`config.mk`:
```
export PLATFORM = sky130hd
export DESIGN_NAME = count_change_fifo_flat
export DESIGN_NICKNAME = d
export VERILOG_FILES = /design/src/rtl/count_change_fifo_pkg.sv /design/src/rtl/count_change_fifo_if.sv /design/src/rtl/count_change_fifo_sync_fifo.sv /design/src/rtl/count_change_fifo.sv /design/src/flat_wrapper.sv
export SDC_FILE = /design/constraint.sdc
export NUM_CORES = 1
export LEC_CHECK = 0
export ABC_AREA = 1
export CORE_AREA = 2 2 75 77
export DETAILED_ROUTE_END_ITERATION = 6
export DIE_AREA = 0 0 77 79
export PLACE_DENSITY = 0.69
export SLEW_MARGIN = 0
export SYNTH_ARGS = -nofsm -noshare
export SYNTH_HDL_FRONTEND = slang
export SYNTH_SLANG_ARGS = --single-unit
```
`constraint.sdc`:
```
create_clock -name clk -period 3.4 [get_ports clk]
set_input_delay 1.02 -clock clk [delete_from_list [all_inputs] [get_ports clk]]
set_output_delay 1.02 -clock clk [all_outputs]
set_load 0.01 [all_outputs]
```
`src/rtl/count_change_fifo_pkg.sv`:
```
`default_nettype none
// ============================================================================
// Module      : count_pkg
// Description : Shared types for the count-change recorder: default counter
//               width, the tagged FIFO entry and the tracking FSM states.
// Revision    : 1.0 - initial release
// ============================================================================
package count_pkg;

    // Default width of the observed counter value
    localparam int CNT_W = 4;

    // One recorded change: wrap tag above the observed value
    typedef struct packed {
        logic             wrap;
        logic [CNT_W-1:0] value;
    } count_entry_t;

    // NO_BASE: no reference value yet; TRACK: prev holds the last seen value
    typedef enum logic [0:0] {
        NO_BASE = 1'b0,
        TRACK   = 1'b1
    } track_state_t;

endpackage : count_pkg
`default_nettype wire

```
`src/rtl/count_change_fifo_if.sv`:
```
`default_nettype none
// ============================================================================
// Module      : count_change_fifo_if
// Description : Valid/ready drain port carrying the head entry of the
//               count-change FIFO to its consumer.
// Revision    : 1.0 - initial release
// ============================================================================
interface count_change_fifo_if #(
    parameter int CNT_W = 4
);
    logic [CNT_W-1:0] out_data;
    logic             out_wrap;
    logic             out_valid;
    logic             out_ready;

    // Producer side: presents the head entry, observes ready
    modport master (
        output out_data,
        output out_wrap,
        output out_valid,
        input  out_ready
    );

    // Consumer side: observes the head entry, drives ready
    modport slave (
        input  out_data,
        input  out_wrap,
        input  out_valid,
        output out_ready
    );
endinterface : count_change_fifo_if
`default_nettype wire

```
`src/rtl/count_change_fifo_sync_fifo.sv`:
```
`default_nettype none
// ============================================================================
// Module      : sync_fifo
// Description : Single-clock FIFO with registered occupancy. A push into a
//               full FIFO is accepted only when a pop happens on the same edge.
// Revision    : 1.0 - initial release
// ============================================================================
module sync_fifo #(
    parameter int WIDTH = 5,
    parameter int DEPTH = 8
) (
    input  wire logic                     clk,
    input  wire logic                     reset,
    input  wire logic                     push,
    input  wire logic                     pop,
    input  wire logic [WIDTH-1:0]         wdata,
    output logic      [WIDTH-1:0]         rdata,
    output logic                          full,
    output logic                          empty,
    output logic      [$clog2(DEPTH):0]   level
);
    localparam int                  c_AW       = $clog2(DEPTH);
    localparam logic [c_AW:0]       c_FULL_LVL = DEPTH[c_AW:0];
    localparam logic [c_AW:0]       c_LVL_ONE  = {{c_AW{1'b0}}, 1'b1};
    localparam logic [c_AW-1:0]     c_PTR_ONE  = {{(c_AW-1){1'b0}}, 1'b1};

    logic [WIDTH-1:0] r_mem [DEPTH];
    logic [c_AW-1:0]  r_wr_ptr;
    logic [c_AW-1:0]  r_rd_ptr;
    logic [c_AW:0]    r_level;
    logic             w_do_push;
    logic             w_do_pop;

    assign full      = (r_level == c_FULL_LVL);
    assign empty     = (r_level == '0);
    assign level     = r_level;
    assign rdata     = r_mem[r_rd_ptr];
    // Pop is ignored when empty; a full FIFO takes a push only if a slot frees
    assign w_do_pop  = pop && !empty;
    assign w_do_push = push && (!full || w_do_pop);

    // Storage write; contents need no reset since occupancy gates every read
    always_ff @(posedge clk) begin
        if (w_do_push) begin
            r_mem[r_wr_ptr] <= wdata;
        end
    end

    // Pointer and occupancy bookkeeping
    always_ff @(posedge clk) begin
        if (reset) begin
            r_wr_ptr <= '0;
            r_rd_ptr <= '0;
            r_level  <= '0;
        end else begin
            if (w_do_push) begin
                r_wr_ptr <= r_wr_ptr + c_PTR_ONE;
            end
            if (w_do_pop) begin
                r_rd_ptr <= r_rd_ptr + c_PTR_ONE;
            end
            case ({w_do_push, w_do_pop})
                2'b10:   r_level <= r_level + c_LVL_ONE;
                2'b01:   r_level <= r_level - c_LVL_ONE;
                default: r_level <= r_level;
            endcase
        end
    end
endmodule : sync_fifo
`default_nettype wire

```
`src/rtl/count_change_fifo.sv`:
```
`default_nettype none
// ============================================================================
// Module      : count_change_fifo
// Description : Watches an upstream counter, records each value change with a
//               wrap tag into a FIFO drained over a valid/ready port, and
//               flags entries lost to a full FIFO with a sticky overflow bit.
// Revision    : 1.0 - initial release
// ============================================================================
module count_change_fifo #(
    parameter int CNT_W = 4,
    parameter int DEPTH = 8
) (
    input  wire logic                   clk,
    input  wire logic                   reset,
    input  wire logic [CNT_W-1:0]       count_in,
    input  wire logic                   sample_en,
    count_change_fifo_if.master         out_if,
    output logic      [$clog2(DEPTH):0] level,
    output logic                        overflow,
    input  wire logic                   clear_ovf
);
    import count_pkg::*;

    // The entry struct is sized by the package width
    generate
        if (CNT_W != count_pkg::CNT_W) begin : g_width_check
            $error("count_change_fifo: CNT_W must match count_pkg::CNT_W");
        end
    endgenerate

    track_state_t     r_state;
    track_state_t     w_state_nxt;
    logic [CNT_W-1:0] r_prev;
    logic             w_prev_ld;
    logic             w_push;
    logic             w_pop;
    count_entry_t     w_entry;
    count_entry_t     w_head;
    logic             w_full;
    logic             w_empty;
    logic             r_overflow;

    // Tracking state register
    always_ff @(posedge clk) begin
        if (reset) begin
            r_state <= NO_BASE;
        end else begin
            r_state <= w_state_nxt;
        end
    end

    // Change/wrap detection and next-state selection
    always_comb begin
        w_state_nxt = r_state;
        w_push      = 1'b0;
        w_prev_ld   = 1'b0;
        w_entry     = '0;
        case (r_state)
            NO_BASE: begin
                if (sample_en) begin
                    w_push        = 1'b1;
                    w_prev_ld     = 1'b1;
                    w_entry.wrap  = 1'b0;
                    w_entry.value = count_in;
                    w_state_nxt   = TRACK;
                end
            end
            TRACK: begin
                if (sample_en && (count_in != r_prev)) begin
                    w_push        = 1'b1;
                    w_prev_ld     = 1'b1;
                    w_entry.wrap  = (count_in < r_prev);
                    w_entry.value = count_in;
                end
            end
            default: begin
                w_state_nxt = NO_BASE;
            end
        endcase
    end

    // Last observed value; follows every change even if its entry is dropped
    always_ff @(posedge clk) begin
        if (reset) begin
            r_prev <= '0;
        end else if (w_prev_ld) begin
            r_prev <= count_in;
        end
    end

    assign w_pop = out_if.out_ready && !w_empty;

    sync_fifo #(
        .WIDTH (CNT_W + 1),
        .DEPTH (DEPTH)
    ) u_fifo (
        .clk   (clk),
        .reset (reset),
        .push  (w_push),
        .pop   (w_pop),
        .wdata (w_entry),
        .rdata (w_head),
        .full  (w_full),
        .empty (w_empty),
        .level (level)
    );

    // Sticky overflow; a drop on the same edge as a clear keeps the flag set
    always_ff @(posedge clk) begin
        if (reset) begin
            r_overflow <= 1'b0;
        end else if (w_push && w_full && !w_pop) begin
            r_overflow <= 1'b1;
        end else if (clear_ovf) begin
            r_overflow <= 1'b0;
        end
    end

    assign overflow         = r_overflow;
    assign out_if.out_valid = !w_empty;
    assign out_if.out_data  = w_empty ? '0 : w_head.value;
    assign out_if.out_wrap  = w_empty ? 1'b0 : w_head.wrap;
endmodule : count_change_fifo
`default_nettype wire

```
`src/flat_wrapper.sv`:
```
// flat-port wrapper written by rule: the top's interface ports become plain ports
module count_change_fifo_flat import count_pkg::*;
#(
    parameter int CNT_W = 4,
    parameter int DEPTH = 8
)
  (clk, reset, count_in, sample_en, level, overflow, clear_ovf, out_if_out_data, out_if_out_wrap, out_if_out_valid, out_if_out_ready);
  count_change_fifo_if #(.CNT_W(CNT_W)) out_if_i ();
  input  wire logic clk;
  input  wire logic reset;
  input  wire logic [CNT_W-1:0] count_in;
  input  wire logic sample_en;
  output logic      [$clog2(DEPTH):0] level;
  output logic overflow;
  input  wire logic clear_ovf;
  output wire logic [$bits(out_if_i.out_data)-1:0] out_if_out_data;
  output wire logic [$bits(out_if_i.out_wrap)-1:0] out_if_out_wrap;
  output wire logic [$bits(out_if_i.out_valid)-1:0] out_if_out_valid;
  input wire logic [$bits(out_if_i.out_ready)-1:0] out_if_out_ready;
  assign out_if_out_data = out_if_i.out_data;
  assign out_if_out_wrap = out_if_i.out_wrap;
  assign out_if_out_valid = out_if_i.out_valid;
  assign out_if_i.out_ready = out_if_out_ready;
  count_change_fifo #(.CNT_W(CNT_W), .DEPTH(DEPTH)) u_core (.clk(clk), .reset(reset), .count_in(count_in), .sample_en(sample_en), .out_if(out_if_i), .level(level), .overflow(overflow), .clear_ovf(clear_ovf));
endmodule
```
==> impl_metrics.tcl, run 1 <==
set metrics [dict create \
    outcome "finished clean" \
    ys_types 24 \
    powerDensity_nw_per_um2 664.5 \
    drt_iter0_drc 103 \
    crit_fanout 20 \
    setup-violations-final 0 \
    postRouteAntennaNets 0 \
    cp-start-kind "register" \
    grt_max_degree 21 \
    cp-end-kind "primary output" \
    setup_ws_ns 0.2087 \
    hold_path.class "reg -> reg" \
    tightest_slew_ns 0.4093 \
    core-area_um2 5338 \
    die_y_um 79 \
    min_period_ns 3.191 \
    dp_slack_ns 0.1271 \
    finalPower_w 0.002073 \
    synth_edf_count 40 \
    finalNonFillerCells 365 \
    worstSetupPathType "reg -> out" \
    grt_pass1_vias 1733 \
    fillers 494 \
    rsz0062_at_grt "no" \
    num_rows 27 \
    antenna_cells 0 \
    grt_use_total_pct 18.41 \
    yosys_register_bits 59 \
    clkTransAtPathRegs_ns 0.07 \
    ir_worst_vdd_uv 351.6 \
    initial_core_util_pct 48.45 \
    maxCapViolations 0 \
    routedWlPerCell_um 13.77 \
    cp.arrival_ns 2.17 \
    ioPinCount 20 \
    viasPerCell 4.945 \
    first_pass_iters 5 \
    wl_um 5025 \
    relSlewSlack_pct 72.61 \
    dpl.hpwl_um 3428 \
    yosys_warnings 0 \
    drv_slew 0 \
    die_w_um 77 \
    synthCells 258 \
    areaGrowthSynthToFinish_pct 20.61 \
    power_leakage_nw 1.202 \
    via_count 1805 \
    place.gp.congestion 0.7954 \
    synthFlopType "edfxtp_1" \
    worstSkewPairLatency_ns 0.34 \
    htreeDepth 3 \
    hold_violations 0 \
    post-route-period-util_pct 93.86 \
    io_buffers 19 \
    die-area_um2 6083 \
    tns_ns 0 \
    synth_area_um2 2586 \
    crit_required_ns 2.38 \
    final_nets 304 \
    hold_buffers 0 \
    grt_pass1_wl_um 8355 \
    syn_nets 274 \
    async_flop_share_pct 0 \
    cts_tree "yes" \
    grt_overflow 0 \
    cts_buffer_depth 2 \
    route.detailed.drc 0 \
    avgSynthCellArea_um2 10.02 \
    final.setup_skew_ns 0.008814 \
    cts.sinks 59 \
    cts-root-buf "clkbuf_8" \
    synth_seq_area_share_pct 61.15 \
    grt_antenna_before_repair 0 \
    cts_buffers 9 \
    placed_cells_incl_taps 349 \
    fmax_mhz 313.4 \
    drive_above_1_share_pct 14.33 \
]
[layer usage]
| layer | up-vias | part of all wire [%] | track usage, % |
|---|---|---|---|
| met2 | 35 | 48 | 30.35 |
| met1 | 829 | 47 | 22.72 |
| met5 | - | 0 | 0 |
| met4 | 0 | 1.6 | 7.500 |
| li1 | 934 | - | - |
| met3 | 7 | 3.6 | 5.682 |
[critical path, cell delays in order, from the launching register on]
cell	delay, ns
dfxtp_1	0.39
buf_4	0.25
nor2_1	0.08
o32ai_1	0.34
o21ai_0	0.12
nor2_1	0.11
clkdlybuf4s50_1	0.55
[final timing paths]
check / from / slack, ns / depth (start not counted) / endpoint
worst min-delay path: u_core.r_prev[3]$_SDFFE_PP0P_ / 0.47 / 2 / u_core.r_prev[3]$_SDFFE_PP0P_
worst max register to register: u_core.r_prev[3]$_SDFFE_PP0P_ / 1.27 / 11 / u_core.u_fifo.r_mem[1][2]$_DFFE_PP_
worst min register to register: u_core.r_prev[3]$_SDFFE_PP0P_ / 0.47 / 2 / u_core.r_prev[3]$_SDFFE_PP0P_
worst max-delay path: register / 0.21 / 6 / out_if_out_data[0]
[cells by family after synthesis]
kind of cell,after synthesis,share of synthesized area (%)
AO/OA/AOI/OAI,48,10.93
adder cells (fa/ha/maj),7,3.386
buffers and inverters,36,5.660
flip-flops,59,61.15
AND/OR/NAND/NOR,108,18.87
[cell usage in the layout, fill, tap and decap left out, types with 4 or more instances in the layout]
| master | Yosys | final |
|---|---|---|
| clkbuf_8 | 0 | 10 |
| ha_1 | 7 | 7 |
| clkdlybuf4s50_1 | 0 | 19 |
| dfxtp_1 | 19 | 18 |
| nand3_1 | 6 | 6 |
| inv_1 | 25 | 24 |
| o32ai_1 | 10 | 10 |
| nand2_4 | 4 | 4 |
| edfxtp_1 | 40 | 40 |
| nor2_2 | 4 | 4 |
| a21oi_1 | 14 | 14 |
| nor2_1 | 58 | 58 |
| o21ai_0 | 21 | 21 |
| nand2_1 | 30 | 30 |
| buf_4 | 1 | 7 |
[stage by stage]
| stage | instance area (um^2) | hold slack, ns | util [%] |
|---|---|---|---|
| global placement | 2888 | 0.4262 | 54.10 |
| global route | 3119 | 0.4890 | 58.44 |
| detailed placement | 2888 | 0.4604 | 54.10 |
| floorplan | 2586 | 0.4118 | - |
| CTS | 3114 | 0.4726 | 58.35 |
| finish | 3119 | 0.4694 | 58.44 |
[layout make-up]
class,count,area (um^2),share of cell area (%)
well taps,72,90.09,2.888
multi-input cells,163,859.6,27.56
inverters,29,117.6,3.771
clock buffers,10,137.6,4.412
flip-flops and latches,59,1583,50.74
clock inverters,6,88.84,2.848
repair buffers,26,242.7,7.782
[cell usage after synthesis, types with 2 or more instances]
cell type  instances  area (um^2)
nand2_2            3        18.77
nor2_2             4        25.02
nor2_1            58        217.7
inv_2              3        11.26
o32ai_1           10        87.58
inv_1             25        93.84
ha_1               7        87.58
o21ai_0           21        105.1
clkbuf_1           4        15.01
nand2_4            4        45.04
edfxtp_1          40         1201
a21oi_1           14        70.07
nand2_1           30        112.6
nand3_1            6        30.03
buf_2              2        10.01
dfxtp_1           19        380.4
[what timing repair did]
item	4_1_cts	5_1_grt
endpoints found under the setup margin	0	2
resized for setup	0	2
hold endpoints to repair	0	0
setup buffers	0	0
[registers in the layout, summed over array words and instances (netlist names), named ones only]
name	flops
u_core.u_fifo.r_mem	40
u_core.r_prev	4
u_core.u_fifo.level	4
u_core.u_fifo.r_rd_ptr	3
u_core.u_fifo.r_wr_ptr	3
u_core.overflow	1
u_core.r_state	1
[report_power, final]
group / switching, W / internal [W]
logic: 0.000281 / 0.000215
clock network: 0.000278 / 0.000432
registers: 0.0000531 / 0.000814
total: 0.000612 / 0.00146
(Power assumes the default switching activity.)
==> inputs of run 2 (changes only) <==
PLACE_DENSITY = 0.76   (was 0.69)
==> impl_metrics.tcl, run 2 (synthesis results as in run 1) <==
set metrics [dict create \
    largest_reg_flops 40 \
    first_pass_iters 4 \
    final_common_cell "nor2_1" \
    worstSetupPathType "reg -> out" \
    cp-start-kind "register" \
    maxCapViolations 0 \
    hold_buffers 0 \
    areaGrowthSynthToFinish_pct 18.72 \
    crit_slowest_cell "dfxtp_1" \
    post_cts_buffers 0 \
    cp.arrival_ns 2.23 \
    cts_tree "yes" \
    hold_path_depth 1 \
    cp-end-kind "primary output" \
    grt_pass1_vias 1780 \
    cp_slowest_stage_delay_ns 0.71 \
    worstSkewPairLatency_ns 0.33 \
    rsz0062_at_grt "no" \
    hold_violations 0 \
    layout_common_cells "nor2_1, edfxtp_1, nand2_1" \
    grt_overflow 0 \
    cp.depth 5 \
    cts-root-buf "clkbuf_8" \
    final_nets 304 \
    ioPinCount 20 \
    crit_required_ns 2.38 \
    cp_cell_sequence "o21ai_0 -> o32ai_1 -> o21ai_0 -> nor2_1 -> clkdlybuf4s50_1" \
    power_leakage_nw 1.189 \
    grt_max_degree 21 \
    ir_worst_vdd_uv 299.4 \
    fillers 482 \
    clkTransAtPathRegs_ns 0.06 \
    fmax_mhz 307.5 \
    setup-violations-final 0 \
    cts-resized-gates 0 \
    dpl.hpwl_um 3465 \
    crit_fanout 20 \
    critPathBufInv 1 \
    regMostFlops "u_core.u_fifo.r_mem" \
    crit_top_cell "o21ai_0" \
    drt_iter0_drc 89 \
    routedWlPerCell_um 13.28 \
    powerDensity_nw_per_um2 633.5 \
    outcome "finished clean" \
    num_rows 27 \
    die-area_um2 6083 \
    hold_path.class "reg -> reg" \
    grt_pass1_wl_um 8052 \
    route.detailed.drc 0 \
    htreeDepth 3 \
    place.gp.congestion 0.8129 \
    io_buffers 19 \
    cts_buffers 9 \
    cp_top_family "flip-flops" \
    drive_above_1_share_pct 12.97 \
    finalNonFillerCells 365 \
    drv_slew 0 \
    cts.sinks 59 \
    die_w_um 77 \
    core-area_um2 5338 \
    via_count 1833 \
    tightest_slew_ns 0.6187 \
    tns_ns 0 \
    antenna_cells 0 \
    cts_buffer_depth 2 \
    relSlewSlack_pct 58.69 \
    die_y_um 79 \
    postRouteAntennaNets 0 \
    grt_use_total_pct 17.44 \
    grt_antenna_before_repair 0 \
    initial_core_util_pct 48.45 \
    viasPerCell 5.022 \
    placed_cells_incl_taps 349 \
    min_period_ns 3.252 \
    wl_um 4847 \
    r2r_cells 11 \
    final.setup_skew_ns 0.003877 \
    post-route-period-util_pct 95.64 \
]
## run 2: per-stage QoR
step | hold slack (ns) | worst slack, ns | area, um^2 | utilization (%) | total power (W)
2_1_floorplan | 0.4118 | 0.7118 | 2586 | - | 0.001190
3_3_place_gp | 0.4238 | 0.2325 | 2887 | 54.08 | 0.001361
3_5_place_dp | 0.4404 | 0.1129 | 2887 | 54.08 | 0.001375
4_1_cts | 0.4512 | 0.1412 | 3070 | 57.52 | 0.001963
5_1_grt | 0.4711 | 0.03225 | 3070 | 57.52 | 0.002059
6_report | 0.4474 | 0.1481 | 3070 | 57.52 | 0.001945
## run 2: cell type report
type	count	area (um^2)	share of cell area [%]
clock buffer	10	127.6	4.156
clock inverter	6	56.30	1.834
inverter	29	113.9	3.708
multi-input combinational	163	858.3	27.95
sequential	59	1582	51.51
tap	72	90.09	2.934
timing repair buffer	26	242.7	7.905
## run 2: final timing paths
path                                                        startpoint                                   to  slack (ns)
worst max-delay path                                          register                      out_if_out_wrap        0.15
worst min-delay path            u_core.u_fifo.r_rd_ptr[2]$_SDFFE_PP0P_                             register        0.45
worst max register to register           u_core.r_prev[3]$_SDFFE_PP0P_  u_core.u_fifo.r_mem[1][0]$_DFFE_PP_        1.26
worst min register to register  u_core.u_fifo.r_rd_ptr[2]$_SDFFE_PP0P_                             register        0.45
## run 2: report_power, final
part	internal, W	switching, W
clock network	0.000332	0.000259
logic	0.000214	0.000275
registers	0.000814	0.0000510
## run 2: routing by layer
layer  vias to the layer above  GRT usage [%]  share of wire (%)
met1                       856          20.85                 46
li1                        931              -                  -
met2                        37          28.86                 48
met5                         -              0                  0
met4                         0          7.679                1.5
met3                         9          5.909                4.6
